===== src/rtl/pc_tx_status_frm_pkg.sv =====
// Shared types and constants for the PC TX status-frame generator.
package pc_tx_status_pkg;

  typedef enum logic [1:0] {
    ST_IDLE = 2'd0,
    ST_REQ  = 2'd1,
    ST_SEND = 2'd2,
    ST_DONE = 2'd3
  } st_e;

  localparam int HDR_LEN    = 16;
  localparam int WORD_BYTES = 4;

  // Total bytes on the wire, including the length prefix itself.
  function automatic int frame_len(input int ch_num, input int csum_en);
    return HDR_LEN + WORD_BYTES * ch_num + csum_en;
  endfunction

endpackage


===== src/rtl/pc_tx_status_frm_if.sv =====
// Byte-writer handshake between a frame source and the PC TX arbiter.
interface pc_tx_status_frm_if;
  logic       status_wr_req;
  logic       status_wr_ack;
  logic       status_wr_done;
  logic       status_wr_en;
  logic [7:0] status_wr_data;

  modport master (
    output status_wr_req, status_wr_done, status_wr_en, status_wr_data,
    input  status_wr_ack
  );

  modport slave (
    input  status_wr_req, status_wr_done, status_wr_en, status_wr_data,
    output status_wr_ack
  );
endinterface


===== src/rtl/pc_tx_status_frm_timer.sv =====
// Period timer, frame-pending flag and saturating overrun counter.
module pc_tx_status_timer (
  input  logic        clk_sys,
  input  logic        rst_n,
  input  logic        i_en,
  input  logic [31:0] i_waittime,
  input  logic        i_trig,
  input  logic        i_leave_idle,
  output logic        o_pending,
  output logic [15:0] o_overrun_cnt
);

  logic [31:0] r_cnt;
  logic        r_pending;
  logic [15:0] r_overrun;
  logic        w_tick;
  logic        w_evt;

  assign w_tick = i_en && (r_cnt >= i_waittime);
  // A tick and a manual trigger in the same cycle are one event.
  assign w_evt  = w_tick | i_trig;

  // Free-running period counter, parked at 0 while disabled.
  always_ff @(posedge clk_sys) begin
    if (!rst_n)      r_cnt <= 32'd0;
    else if (!i_en)  r_cnt <= 32'd0;
    else if (w_tick) r_cnt <= 32'd0;
    else             r_cnt <= r_cnt + 32'd1;
  end

  // Pending flag: a new event wins over the FSM consuming the old one.
  always_ff @(posedge clk_sys) begin
    if (!rst_n)            r_pending <= 1'b0;
    else if (w_evt)        r_pending <= 1'b1;
    else if (i_leave_idle) r_pending <= 1'b0;
  end

  // Count events that arrive while a request is already queued.
  always_ff @(posedge clk_sys) begin
    if (!rst_n)
      r_overrun <= 16'd0;
    else if (w_evt && r_pending && (r_overrun != 16'hFFFF))
      r_overrun <= r_overrun + 16'd1;
  end

  assign o_pending     = r_pending;
  assign o_overrun_cnt = r_overrun;

endmodule


===== src/rtl/pc_tx_status_frm.sv =====
// Periodic / triggered status-frame source for the PC TX byte writer.
module pc_tx_status_frm
  import pc_tx_status_pkg::*;
#(
  parameter int U_DLY   = 1,
  parameter int CH_NUM  = 4,
  parameter int CSUM_EN = 1
) (
  input  logic                 clk_sys,
  input  logic                 rst_n,
  input  logic                 cfg_status_en,
  input  logic [31:0]          cfg_status_waittime,
  input  logic [7:0]           cfg_frame_type,
  input  logic                 status_trig,
  input  logic [63:0]          debug_local_time,
  input  logic [CH_NUM*32-1:0] debug_mon_data,
  pc_tx_status_frm_if.master   wr_if,
  output logic [7:0]           status_seq,
  output logic [15:0]          status_overrun_cnt
);

  localparam int                FRAME_LEN  = frame_len(CH_NUM, CSUM_EN);
  localparam int                IDX_W      = 8;
  localparam int                MON_W      = CH_NUM * 32;
  localparam int                MON_IW     = $clog2(MON_W);
  localparam logic [31:0]       C_LEN32    = 32'(FRAME_LEN);
  localparam logic [IDX_W-1:0]  C_LAST     = IDX_W'(FRAME_LEN);
  localparam logic [IDX_W-1:0]  C_DATA_END = IDX_W'(HDR_LEN + WORD_BYTES * CH_NUM);

  // U_DLY is accepted for drop-in compatibility; registers here update on the edge.
  if (U_DLY < 0 || CH_NUM < 1 || CH_NUM > 32) begin : g_bad_param
  end

  st_e              r_state, w_state_nxt;
  logic             r_req, r_done, r_en;
  logic [7:0]       r_data, r_csum, r_seq, r_type;
  logic [IDX_W-1:0] r_idx;
  logic [63:0]      r_time;
  logic [MON_W-1:0] r_mon;

  logic             w_req_nxt, w_done_nxt, w_en_nxt, w_snap, w_emit, w_leave_idle;
  logic [7:0]       w_data_nxt, w_csum_nxt, w_seq_nxt, w_byte;
  logic [IDX_W-1:0] w_idx_nxt, w_off;
  logic [MON_IW-1:0] w_mon_bit;
  logic             w_pending;

  pc_tx_status_timer u_timer (
    .clk_sys       (clk_sys),
    .rst_n         (rst_n),
    .i_en          (cfg_status_en),
    .i_waittime    (cfg_status_waittime),
    .i_trig        (status_trig),
    .i_leave_idle  (w_leave_idle),
    .o_pending     (w_pending),
    .o_overrun_cnt (status_overrun_cnt)
  );

  // Byte mux over the snapshot; the first four bytes are constant so byte 0
  // can be launched on the grant edge before the snapshot lands.
  always_comb begin
    w_byte    = 8'h00;
    w_off     = r_idx - IDX_W'(HDR_LEN);
    w_mon_bit = MON_IW'({w_off[IDX_W-1:2], ~w_off[1:0], 3'b000});
    if (r_idx < IDX_W'(4))          w_byte = C_LEN32[{~r_idx[1:0], 3'b000} +: 8];
    else if (r_idx == IDX_W'(4))    w_byte = r_type;
    else if (r_idx == IDX_W'(5))    w_byte = r_seq;
    else if (r_idx < IDX_W'(8))     w_byte = 8'h00;
    else if (r_idx < IDX_W'(16))    w_byte = r_time[{~r_idx[2:0], 3'b000} +: 8];
    else if (r_idx < C_DATA_END)    w_byte = r_mon[w_mon_bit +: 8];
    else                            w_byte = r_csum;
  end

  // Next-state and next-output logic for the frame FSM.
  always_comb begin
    w_state_nxt  = r_state;
    w_req_nxt    = 1'b0;
    w_done_nxt   = 1'b0;
    w_en_nxt     = 1'b0;
    w_data_nxt   = 8'h00;
    w_idx_nxt    = r_idx;
    w_csum_nxt   = r_csum;
    w_seq_nxt    = r_seq;
    w_snap       = 1'b0;
    w_emit       = 1'b0;
    w_leave_idle = 1'b0;
    case (r_state)
      ST_IDLE: begin
        w_idx_nxt  = '0;
        w_csum_nxt = 8'h00;
        if (w_pending) begin
          w_state_nxt  = ST_REQ;
          w_req_nxt    = 1'b1;
          w_leave_idle = 1'b1;
        end
      end
      ST_REQ: begin
        if (wr_if.status_wr_ack) begin
          w_state_nxt = ST_SEND;
          w_snap      = 1'b1;
          w_emit      = 1'b1;
        end else begin
          w_req_nxt = 1'b1;
        end
      end
      ST_SEND: begin
        if (r_idx == C_LAST) begin
          w_state_nxt = ST_DONE;
          w_done_nxt  = 1'b1;
        end else begin
          w_emit = 1'b1;
        end
      end
      ST_DONE: begin
        w_state_nxt = ST_IDLE;
        w_seq_nxt   = r_seq + 8'd1;
      end
      default: w_state_nxt = ST_IDLE;
    endcase
    if (w_emit) begin
      w_en_nxt   = 1'b1;
      w_data_nxt = w_byte;
      w_csum_nxt = r_csum + w_byte;
      w_idx_nxt  = r_idx + IDX_W'(1);
    end
  end

  // FSM state, registered outputs, byte index and running checksum.
  always_ff @(posedge clk_sys) begin
    if (!rst_n) begin
      r_state <= ST_IDLE;
      r_req   <= 1'b0;
      r_done  <= 1'b0;
      r_en    <= 1'b0;
      r_data  <= 8'h00;
      r_idx   <= '0;
      r_csum  <= 8'h00;
      r_seq   <= 8'h00;
    end else begin
      r_state <= w_state_nxt;
      r_req   <= w_req_nxt;
      r_done  <= w_done_nxt;
      r_en    <= w_en_nxt;
      r_data  <= w_data_nxt;
      r_idx   <= w_idx_nxt;
      r_csum  <= w_csum_nxt;
      r_seq   <= w_seq_nxt;
    end
  end

  // Freeze frame payload on the grant edge so later input changes cannot tear it.
  always_ff @(posedge clk_sys) begin
    if (!rst_n) begin
      r_type <= 8'h00;
      r_time <= 64'd0;
      r_mon  <= '0;
    end else if (w_snap) begin
      r_type <= cfg_frame_type;
      r_time <= debug_local_time;
      r_mon  <= debug_mon_data;
    end
  end

  assign wr_if.status_wr_req  = r_req;
  assign wr_if.status_wr_done = r_done;
  assign wr_if.status_wr_en   = r_en;
  assign wr_if.status_wr_data = r_data;
  assign status_seq           = r_seq;

endmodule


===== src/flat_wrapper.sv =====
// flat-port wrapper written by rule: the top's interface ports become plain ports
module pc_tx_status_frm_flat import pc_tx_status_pkg::*;
#(
  parameter int U_DLY   = 1,
  parameter int CH_NUM  = 4,
  parameter int CSUM_EN = 1
)
  (clk_sys, rst_n, cfg_status_en, cfg_status_waittime, cfg_frame_type, status_trig, debug_local_time, debug_mon_data, status_seq, status_overrun_cnt, wr_if_status_wr_req, wr_if_status_wr_done, wr_if_status_wr_en, wr_if_status_wr_data, wr_if_status_wr_ack);
  pc_tx_status_frm_if wr_if_i ();
  input  logic clk_sys;
  input  logic rst_n;
  input  logic cfg_status_en;
  input  logic [31:0] cfg_status_waittime;
  input  logic [7:0] cfg_frame_type;
  input  logic status_trig;
  input  logic [63:0] debug_local_time;
  input  logic [CH_NUM*32-1:0] debug_mon_data;
  output logic [7:0] status_seq;
  output logic [15:0] status_overrun_cnt;
  output wire logic [$bits(wr_if_i.status_wr_req)-1:0] wr_if_status_wr_req;
  output wire logic [$bits(wr_if_i.status_wr_done)-1:0] wr_if_status_wr_done;
  output wire logic [$bits(wr_if_i.status_wr_en)-1:0] wr_if_status_wr_en;
  output wire logic [$bits(wr_if_i.status_wr_data)-1:0] wr_if_status_wr_data;
  input wire logic [$bits(wr_if_i.status_wr_ack)-1:0] wr_if_status_wr_ack;
  assign wr_if_status_wr_req = wr_if_i.status_wr_req;
  assign wr_if_status_wr_done = wr_if_i.status_wr_done;
  assign wr_if_status_wr_en = wr_if_i.status_wr_en;
  assign wr_if_status_wr_data = wr_if_i.status_wr_data;
  assign wr_if_i.status_wr_ack = wr_if_status_wr_ack;
  pc_tx_status_frm #(.U_DLY(U_DLY), .CH_NUM(CH_NUM), .CSUM_EN(CSUM_EN)) u_core (.clk_sys(clk_sys), .rst_n(rst_n), .cfg_status_en(cfg_status_en), .cfg_status_waittime(cfg_status_waittime), .cfg_frame_type(cfg_frame_type), .status_trig(status_trig), .debug_local_time(debug_local_time), .debug_mon_data(debug_mon_data), .wr_if(wr_if_i), .status_seq(status_seq), .status_overrun_cnt(status_overrun_cnt));
endmodule

===== config.mk =====
export PLATFORM = sky130hd
export DESIGN_NAME = pc_tx_status_frm_flat
export DESIGN_NICKNAME = d
export VERILOG_FILES = /design/src/rtl/pc_tx_status_frm_pkg.sv /design/src/rtl/pc_tx_status_frm_if.sv /design/src/rtl/pc_tx_status_frm_timer.sv /design/src/rtl/pc_tx_status_frm.sv /design/src/flat_wrapper.sv
export SDC_FILE = /design/constraint.sdc
export NUM_CORES = 1
export LEC_CHECK = 0
export CORE_MARGIN = 2
export CORE_UTILIZATION = 25
export CTS_BUF_LIST = sky130_fd_sc_hd__clkbuf_8
export DETAILED_ROUTE_END_ITERATION = 12
export PLACE_DENSITY = 0.54
export SETUP_SLACK_MARGIN = 0.3
export SYNTH_ARGS = -nofsm -noshare
export SYNTH_HDL_FRONTEND = slang
export SYNTH_HIERARCHICAL = 1
export SYNTH_SLANG_ARGS = --single-unit

===== constraint.sdc =====
create_clock -name clk_sys -period 7.3 [get_ports clk_sys]
set_clock_uncertainty 0.2 [all_clocks]
set_input_delay 1.46 -clock clk_sys [delete_from_list [all_inputs] [get_ports clk_sys]]
set_output_delay 1.46 -clock clk_sys [all_outputs]
set_load 0.05 [all_outputs]

## After elaboration in Yosys (flattened, before gate mapping)

Cells that the tools add are included.

| cells by class | value |
|---|---|
| $add $sub $neg | 6 |
| magnitude comparators | 5 |
| equal/unequal tests | 10 |
| shift operators | 3 |
| mux-type cells | 25 |
| bitwise gates (word level) | 6 |
| reductions and logical operators | 10 |

Operator list:

| operator | count |
|---|---|
| indexed part select 128 x 8 -> 8 bit | 1 |
| 2-to-1 mux 8 bit | 9 |
| indexed part select 64 x 7 -> 8 bit | 1 |
| adder 32 x 1 -> 32 bit (second input constant) | 1 |
| greater-or-equal comparator 32 bit | 1 |
| indexed part select 32 x 6 -> 8 bit (first input constant) | 1 |
| adder 16 x 1 -> 16 bit (second input constant) | 1 |
| adder 8 x 1 -> 8 bit (second input constant) | 2 |
| == test 8 x 3 -> 1 bit (second input constant) | 2 |
| inequality test 16 bit (second input constant) | 1 |
| 2-to-1 mux 1 bit | 10 |
| adder 8 bit | 1 |
| == test 8 x 6 -> 1 bit (second input constant) | 1 |
| less-than comparator 8 x 3 -> 1 bit (second input constant) | 1 |
| less-than comparator 8 x 4 -> 1 bit (second input constant) | 1 |
| less-than comparator 8 x 5 -> 1 bit (second input constant) | 1 |
| less-than comparator 8 x 6 -> 1 bit (second input constant) | 1 |
| one-hot mux 2 bit (4 select lines) | 1 |
| 2-to-1 mux 2 bit | 3 |
| == test 2 bit (second input constant) | 2 |
| inequality test 2 bit (second input constant) | 2 |
| NOT 2 bit | 2 |
| one-hot mux 1 bit (2 select lines) | 2 |
| AND reduction 2 bit | 2 |
| 11 further kinds | 15 |

| storage, ports and cells | value |
|---|---|
| register bits after elaboration | 286 |
| input port bits | 237 |
| output and inout bits | 35 |
| logic and storage cells | 79 |

## Longest topological paths before layout

Gate-level depths: netlist of the first run.

| logic depth | value |
|---|---|
| depth in word-level cells | 11 |
| depth in mapped cells | 19 |
| depth with buffers taken out | 15 |

## By module

The synthesis of the first run kept the hierarchy.

By module, submodules not included:

| module | times used | cells an instance | area each (µm²) | seq. area each (µm²) |
|---|---|---|---|---|
| pc_tx_status_frm | 1 | 1,252 | 11,009.3 | 4,744.6 |
| pc_tx_status_timer | 1 | 372 | 2,980.4 | 980.9 |

## Worst setup path after synthesis of the first run

OpenSTA, ideal clock, no wires.

| timing path | value |
|---|---|
| kind | reg2reg |
| start | register u_core.r_idx[0] |
| end | register u_core.r_csum[6] |
| library setup time | 0.115 ns |
| arrival time | 3.651 ns |
| data required time | 6.985 ns |
| path slack | 3.334 ns |
| cell stages (with the launch flop) | 17 |
| buffers on the path | 2 |
| period minus slack after synthesis | 3.966 ns |
| cell sequence | dfxtp_1 -> buf_6 -> buf_6 -> mux4_2 -> mux4_2 -> and3_1 -> nor3_1 -> nor3_1 -> ha_1 -> fa_1 -> a21o_1 -> a21oi_1 -> o21bai_1 -> a21oi_1 -> xor2_1 -> o21ai_0 -> and2_1 |

| on the way | value |
|---|---|
| longest elaborated chain between the ends | 11 |
| elaborated cells on any way between the ends | 25 |
| those cells by class | add/sub (2); order compare (4); eq/ne (3); shift (3); mux (9); bitwise (3); reduce/logical (1) |

RTL lines:

| item | RTL line | text |
|---|---|---|
| start, declared | pc_tx_status_frm.sv:37 | `logic [IDX_W-1:0] r_idx;` |
| start signal, assigned | pc_tx_status_frm.sv:144 | `r_idx <= w_idx_nxt;` |
| subtractor 4 x 1 -> 4 bit | pc_tx_status_frm.sv:62 | `w_off = r_idx - IDX_W'(HDR_LEN);` |
| NOT 2 bit | pc_tx_status_frm.sv:63 | `w_mon_bit = MON_IW'({w_off[IDX_W-1:2], ~w_off[1:0], 3'b000});` |
| indexed part select 128 x 8 -> 8 bit | pc_tx_status_frm.sv:69 | `else if (r_idx < C_DATA_END) w_byte = r_mon[w_mon_bit +: 8];` |
| 2-to-1 mux 8 bit | pc_tx_status_frm.sv:69 |  |
| 2-to-1 mux 8 bit | pc_tx_status_frm.sv:68 | `else if (r_idx < IDX_W'(16)) w_byte = r_time[{~r_idx[2:0], 3'b000} +: 8];` |
| 2-to-1 mux 8 bit | pc_tx_status_frm.sv:67 | `else if (r_idx < IDX_W'(8)) w_byte = 8'h00;` |
| 2-to-1 mux 8 bit | pc_tx_status_frm.sv:66 | `else if (r_idx == IDX_W'(5)) w_byte = r_seq;` |
| 2-to-1 mux 8 bit | pc_tx_status_frm.sv:65 | `else if (r_idx == IDX_W'(4)) w_byte = r_type;` |
| 2-to-1 mux 8 bit (*) | pc_tx_status_frm.sv:64 | `if (r_idx < IDX_W'(4)) w_byte = C_LEN32[{~r_idx[1:0], 3'b000} +: 8];` |
| via u_core.w_byte[0] | pc_tx_status_frm.sv:42 | `logic [7:0] w_data_nxt, w_csum_nxt, w_seq_nxt, w_byte;` |
| adder 8 bit (*) | pc_tx_status_frm.sv:122 | `w_csum_nxt = r_csum + w_byte;` |
| 2-to-1 mux 8 bit (*) | pc_tx_status_frm.sv:119 | `if (w_emit) begin` |
| end signal, assigned | pc_tx_status_frm.sv:145 | `r_csum <= w_csum_nxt;` |
| end, declared | pc_tx_status_frm.sv:36 | `logic [7:0] r_data, r_csum, r_seq, r_type;` |

Mark *: on every way through the listed nets, which the timed path passes. The rest lies on a longest branch.
A chain may end at the register's enable or synchronous reset.

## Worst setup path after layout of the first run

Same ends and word-level chain as after synthesis.

==> results of run 1 <==
==> synth_stat cells, types with 4 or more instances <==
master	n
xnor2_1	19
clkbuf_1	85
or3_1	11
o31ai_1	4
o221ai_1	5
nor2_1	72
nor2b_1	8
mux2_2	4
nor3_1	15
inv_1	52
ha_1	49
buf_6	7
nand2_1	459
o21ai_1	6
dfxtp_1	286
a31oi_1	6
mux2i_1	15
buf_2	12
a21boi_0	209
and2_1	13
and3_1	15
nand4_1	15
mux4_2	50
a21oi_1	48
nand3_1	35
o21ai_0	31
a211oi_1	6
nand2b_1	5
a21o_1	4
nand3b_1	6
xor2_1	23
==> cells by family after synthesis <==
kind of cell               after synthesis
and+or+nand+nor                        677
DFF                                    286
adders and majority gates               50
muxes                                   69
buffers and inverters                  160
xor gates and xnor gates                42
AOI/OAI and AO/OA                      340
==> power by group <==
part | internal, uW | switching (uW) | total [uW] | leakage [uW]
sequential | 1730 | 110 | 1840 | 0.00232
combinational | 377 | 514 | 891 | 0.00349
clock | 826 | 693 | 1520 | 0.000614
total | 2940 | 1320 | 4260 | 0.00642
==> metal layers <==
metal | vias up | track usage [%] | wire, um
li1 | 6003 | - | -
met1 | 5780 | 20.3 | 20500
met2 | 309 | 24.2 | 20000
met3 | 61 | 3.36 | 2590
met4 | 0 | 4.07 | 928
met5 | - | 0 | 0
==> flip-flops by register name, indices dropped and copies added (netlist names) <==
signal / cells
u_core/r_csum: 8
u_core/r_mon: 128
u_core/r_type: 8
u_core/r_time: 64
u_core/u_timer/r_cnt: 32
u_core/u_timer/o_pending: 1
u_core/r_state: 2
u_core/r_idx: 8
u_core/wr_if.status_wr_done: 1
u_core/status_seq: 8
u_core/wr_if.status_wr_req: 1
u_core/u_timer/o_overrun_cnt: 16
u_core/wr_if.status_wr_data: 8
u_core/wr_if.status_wr_en: 1
==> metrics by stage <==
step | instances | util [%]
after floorplan | 1624 | -
after global placement | 2545 | 31.3
after detailed placement | 2545 | 31.3
after CTS | 2637 | 33.1
after global routing | 2639 | 33.1
final | 2640 | 33.2
==> cell type report <==
class                           instances  area share [%]
Antenna cell                            3          0.0410
Clock buffer                           64            4.81
Clock inverter                         28           0.861
Inverter                               54            1.11
Multi-Input combinational cell       1178            41.5
Sequential cell                       286            31.3
Tap cell                              748            5.11
Timing Repair Buffer                  279            15.2
==> worst max-delay path, delay by kind of cell, from the launching register on <==
kind	cells	cell delay (ns)
buffers and inverters	2	0.77
xor gates and xnor gates	1	0.16
AOI/OAI and AO/OA	6	1.41
adders and majority gates	3	1.03
DFF	1	0.64
and+or+nand+nor	2	0.31
==> how the worst min path moves through the flow <==
stage,endpoint,cells after the start,start,slack [ns]
2_1_floorplan,u_core/r_time[5],2,u_core/r_time[5],0.24
3_3_place_gp,u_core/r_mon[62],2,u_core/r_mon[62],0.25
3_5_place_dp,u_core/r_mon[103],2,u_core/r_mon[103],0.26
4_1_cts,u_core/r_mon[103],2,u_core/r_mon[103],0.26
5_1_grt,u_core/r_mon[78],2,u_core/r_mon[78],0.28
6_report,u_core/r_mon[87],2,u_core/r_mon[87],0.26
==> run summary, run 1 <==
Status -> completed
XOR/XNOR share of the synthesized area -> 2.63%
Yosys top cell area share -> 40.9%
Hold Crit Class -> reg2reg
# DRC -> 0
Resize count post-CTS -> 0
Setup TNS Final -> 0 ns
Post-synth EDFFs -> 0
Inserted Clock Buffers -> 54
GPL Wtd Cong -> 0.867
Unrepaired setup endpoints after global routing -> no
Placed cell area -> 17,300 um2
Reg-to-Reg Start -> u_core/r_idx[0]
Total clock sinks -> 286
Slew HR -> 27.9%
Final Max Tran Viols -> 0
CP max FO -> 35
Share of cells above drive strength 1 -> 8.15%
Synth Area in Compound Gates -> 16.9%
IO Pins -> 272
GRT Residual Overflow -> 0
Vias/cell -> 4.60
Reg2Reg Depth -> 14
Gate Count Post-Synth -> 1,624
Overall routed net length -> 44,000 um
Final #Nets -> 2,140
Drt first-iter violations -> 656
Finished Cell Area -> 18,300 um2
Syn-to-layout area delta -> 30.8%
Worst-Skew Late Latency -> 0.64 ns
Initial antenna violation count -> 3
Post-Syn Area -> 14,000 um2
Post-CTS setup buffers -> 0
Hold WS -> 0.262 ns
Setup crit end -> u_core/r_csum[6]
Pleak -> 0.00642 uW
Worst vdd ir -> 0.130 mV
Final hold viol count -> 0
Global-route wire length before repair -> 68,000 um
Slowest CP cell -> dfxtp_4
Avg WL per Cell -> 16.7 um
Die width -> 241 um
Async SR Flop Fraction -> 0%
Period utilization -> 64.1%
Clk root buf -> clkbuf_8
Mux share of post-synthesis cell area -> 9.44%
Yosys top cell by area -> dfxtp_1
H-tree depth -> 2
WS Path Type -> reg2reg
CTS tree -> built
Worst setup SP type -> flip-flop
Most frequent cells in the layout -> nand2_1 (458), dfxtp_1 (284), clkdlybuf4s50_1 (270), a21boi_0 (209)
Largest net degree at the start of global routing -> 164
Post-synthesis net count -> 1,911
Core footprint -> 55,200 um2
Clock buffer depth -> 3
Multi-input logic area -> 7600 um2
Number of global-route vias before repair -> 12,100
Antenna Nets Post-Route -> 0
WP data required -> 7.59 ns
Post-synthesis sequential area ratio -> 40.9%
Setup Viol. Count Final -> 0
PortBufs -> 271
Initial Utilization -> 25.3%
Worst setup margin -> 2.62 ns
Ys flop type -> dfxtp_1
Pwr Density -> 233 nW/um2
Die Y-Extent -> 241 um
Initial DRT Pass Iterations -> 6
Largest family of logic cells by synthesized area -> simple AND/OR/NAND/NOR gates
Die Area -> 57,900 um2
WP data arrival -> 4.97 ns
Post-Synth Simple-Gate Area -> 20.8%
Reg-to-Reg End -> u_core/r_csum[6]
Overall Power -> 4260 uW
CP startpoint -> u_core/r_idx[0]
CP endpoint kind -> flip-flop
Minimum clock period after layout -> 4.68 ns
FILL cells -> 5,783
Worst-Margin Slew -> 1.08 ns
DP HPWL -> 31,600 um
Max Cap Viol -> 0
Post-Synth Adder-Cell Area -> 4.53%
F_max -> 214 MHz
#FFs+latches synth -> 286
Routed vias -> 12,200
Commonest non-fill, non-tap cell in the layout -> nand2_1
Total Routing Usage GR -> 15.0%
Reg2Reg Setup Slack -> 2.62 ns
# rows -> 86
Pre-CTS WS -> 2.62 ns
Critical Path, Cell by Cell -> buf_4 -> inv_1 -> ha_1 -> a2111oi_0 -> nor3_1 -> ha_1 -> fa_1 -> a21o_1 -> a21oi_1 -> o21bai_1 -> a21oi_1 -> xor2_1 -> o21ai_0 -> and2_1
Cts hold-fix bufs -> 0
Clock-pin slew on the worst setup and hold paths -> 0.06 ns
Max incr delay on CP -> 0.64 ns
FF+latch area -> 5730 um2
Synth top area cells -> dfxtp_1 (41%), nand2_1 (12%), a21boi_0 (11%), mux4_2 (8.0%), ha_1 (4.4%)
Syn_area_per_cell -> 8.61 um2
Warnings from Yosys -> 6
Yosys cell types -> 65
(Power assumes the default switching activity.)
==> inputs of run 2 (changes only) <==
--- a/config.mk
+++ b/config.mk
@@ -9,7 +9,7 @@
 export CORE_UTILIZATION = 25
 export CTS_BUF_LIST = sky130_fd_sc_hd__clkbuf_8
 export DETAILED_ROUTE_END_ITERATION = 12
-export PLACE_DENSITY = 0.54
+export PLACE_DENSITY = 0.56
 export SETUP_SLACK_MARGIN = 0.3
 export SYNTH_ARGS = -nofsm -noshare
 export SYNTH_HDL_FRONTEND = slang
==> constraint.sdc (replaced) <==
create_clock -name clk_sys -period 3.96 [get_ports clk_sys]
set_clock_uncertainty 0.2 [all_clocks]
set_input_delay 0.792 -clock clk_sys [delete_from_list [all_inputs] [get_ports clk_sys]]
set_output_delay 0.792 -clock clk_sys [all_outputs]
set_load 0.05 [all_outputs]
==> run summary, run 2 (synthesis results as in run 1) <==
Most frequent cells in the layout -> nand2_1 (458), dfxtp_1 (283), clkdlybuf4s50_1 (270), a21boi_0 (208), nor2_1 (71)
Pwr Density -> 431 nW/um2 (+85%)
Status -> completed
CP startpoint -> u_core/r_idx[0]
Finished Cell Area -> 18,900 um2 (+3.2%)
Vias/cell -> 4.62 (+0.35%)
Number of global-route vias before repair -> 12,000 (-1.3%)
Clock buffer depth -> 3 (unchanged)
Share of cells above drive strength 1 -> 11.2% (+3.1 points)
Minimum clock period after layout -> 3.78 ns (-0.900 ns)
Clock-pin slew on the worst setup and hold paths -> 0.07 ns (about the same)
CP max FO -> 9 (-74%)
Final #Nets -> 2,172 (+1.5%)
# DRC -> 0 (unchanged)
Slowest CP cell -> mux4_2
Hold Crit Class -> reg2reg
Core footprint -> 55,200 um2 (unchanged)
WS Path Type -> reg2reg
Overall routed net length -> 45,500 um (+3.2%)
PortBufs -> 271 (unchanged)
Syn-to-layout area delta -> 35.0%
Commonest non-fill, non-tap cell in the layout -> nand2_1
Final Max Tran Viols -> 0 (unchanged)
WP data arrival -> 4.10 ns (-0.87 ns)
Initial Utilization -> 25.3% (unchanged)
Max reg flops -> 128 (unchanged)
Hold WS -> 0.258 ns (-0.00417 ns)
Drt first-iter violations -> 804 (+23%)
Die width -> 241 um (unchanged)
Initial antenna violation count -> 4 (+1)
Met3 Usage GRT -> 3.36% (unchanged)
Worst-Margin Slew -> 0.997 ns (-0.0853 ns)
Slew HR -> 33.6% (+5.7 points)
Unrepaired setup endpoints after global routing -> yes
Cts hold-fix bufs -> 0 (unchanged)
Max Cap Viol -> 0 (unchanged)
Worst-Skew Late Latency -> 0.65 ns (about the same)
Max incr delay on CP -> 0.55 ns (-0.09 ns)
GR Util met2 -> 24.5% (+0.38 points)
Avg WL per Cell -> 17.0 um (+1.8%)
F_max -> 265 MHz (+24%)
Inserted Clock Buffers -> 52 (-3.7%)
Initial DRT Pass Iterations -> 5 (-1)
Period utilization -> 95.4% (+31 points)
IO Pins -> 272 (unchanged)
Final hold viol count -> 0 (unchanged)
Largest registers -> u_core/r_mon (128), u_core/r_time (64), u_core/u_timer/r_cnt (32)
Die Area -> 57,900 um2 (unchanged)
CTS tree -> built
Worst setup margin -> 0.184 ns (-2.44 ns)
DP HPWL -> 33,400 um (+5.7%)
Routed vias -> 12,400 (+1.8%)
Worst vdd ir -> 0.228 mV (+75%)
Setup TNS Final -> 0 ns (unchanged)
Met1 Use GR -> 20.6% (+0.35 points)
GPL Wtd Cong -> 0.890 (+2.6%)
Worst setup SP type -> flip-flop
Total Routing Usage GR -> 15.4% (+0.36 points)
Placed cell area -> 17,500 um2 (+1.6%)
Setup Viol. Count Final -> 0 (unchanged)
GRT Residual Overflow -> 0 (unchanged)
Largest net degree at the start of global routing -> 201 (+23%)
Pleak -> 0.00669 uW (+4.3%)
Antenna Nets Post-Route -> 0 (unchanged)
Beginning of the worst hold path -> u_core/r_time[9]
Pre-CTS WS -> 0.0849 ns (-2.54 ns)
Global-route wire length before repair -> 68,500 um (+0.76%)
FILL cells -> 5,758 (-0.43%)
Critical Path, Cell by Cell -> buf_12 -> mux4_2 -> mux4_2 -> a31oi_2 -> nor2_1 -> ha_1 -> nand3_1 -> o211ai_1 -> nor2_1 -> o21ai_0 -> nand2_1 -> a311o_1 -> mux2i_1
WP data required -> 4.29 ns (-3.30 ns)
H-tree depth -> 2 (unchanged)
Die Y-Extent -> 241 um (unchanged)
Largest register by flop count -> u_core/r_mon
Final cell utilization of the core -> 34.2% (+1.1 points)
CP endpoint kind -> flip-flop
# rows -> 86 (unchanged)
Total clock sinks -> 286 (unchanged)
Reg-to-Reg Start -> u_core/r_idx[0]
Clk root buf -> clkbuf_8
GRT Max-Usage Layer -> met2
run 2: cell types whose count changed in the layout (fill, tap and decap cells not counted), sizes merged, moves of 4 or more:
cell,delta
buf,+32
clkinv,+6
inv,-6
clkbuf,+4
run 2: critical path, delay by kind of cell (launching register included):
| family | cells | cell delay [ns] |
|---|---|---|
| multiplexers | 3 | 1.20 |
| AND/OR/NAND/NOR | 4 | 0.35 |
| adder cells (fa/ha/maj) | 1 | 0.31 |
| flip-flops | 1 | 0.42 |
| buffers and inverters | 1 | 0.16 |
| AO/OA/AOI/OAI | 4 | 1.04 |
run 2: final cells by class:
| class | instances | area (um2) | share of cell area [%] |
|---|---|---|---|
| Antenna cell | 2 | 5.00 | 0.0265 |
| Clock buffer | 67 | 922 | 4.88 |
| Clock inverter | 29 | 191 | 1.01 |
| Tap cell | 748 | 936 | 4.96 |
| Sequential cell | 286 | 5730 | 30.4 |
| Inverter | 54 | 204 | 1.08 |
| Timing Repair Buffer | 313 | 3200 | 16.9 |
| Multi-Input combinational cell | 1178 | 7690 | 40.7 |
run 2: repair_timing:
action	4_1_cts	5_1_grt
pin swaps	7	8
gates cloned	1	1
endpoints found under the setup margin	2	3
resized for setup	4	18
buffers inserted	10	2
run 2: power by group:
| group | internal [uW] | leakage [uW] | switching, uW | total (uW) |
|---|---|---|---|---|
| registers | 3200 | 0.00232 | 221 | 3420 |
| logic | 782 | 0.00373 | 986 | 1770 |
| clock network | 1650 | 0.000640 | 1300 | 2960 |
run 2: final timing paths:
| check | end | slack, ns | cells past startpoint |
|---|---|---|---|
| hold / removal | u_core/r_time[9] | 0.26 | 2 |
| setup reg to reg | u_core/r_csum[7] | 0.18 | 13 |
| hold reg to reg | u_core/r_time[9] | 0.26 | 2 |
| setup / recovery | u_core/r_csum[7] | 0.18 | 13 |
run 2: per-stage QoR:
step,power [uW],instances
finish,8140,2677
global route,8610,2676
CTS,8250,2672
detailed placement,5200,2565
global placement,5170,2565
floorplan,4460,1624
run 2: metal layers:
metal | routed length [um] | part of all wire (%) | vias up
li1 | - | - | 6082
met1 | 20300 | 45 | 5826
met2 | 20900 | 46 | 383
met3 | 3020 | 6.6 | 70
met4 | 1200 | 2.6 | 6
met5 | 39 | 0.086 | -
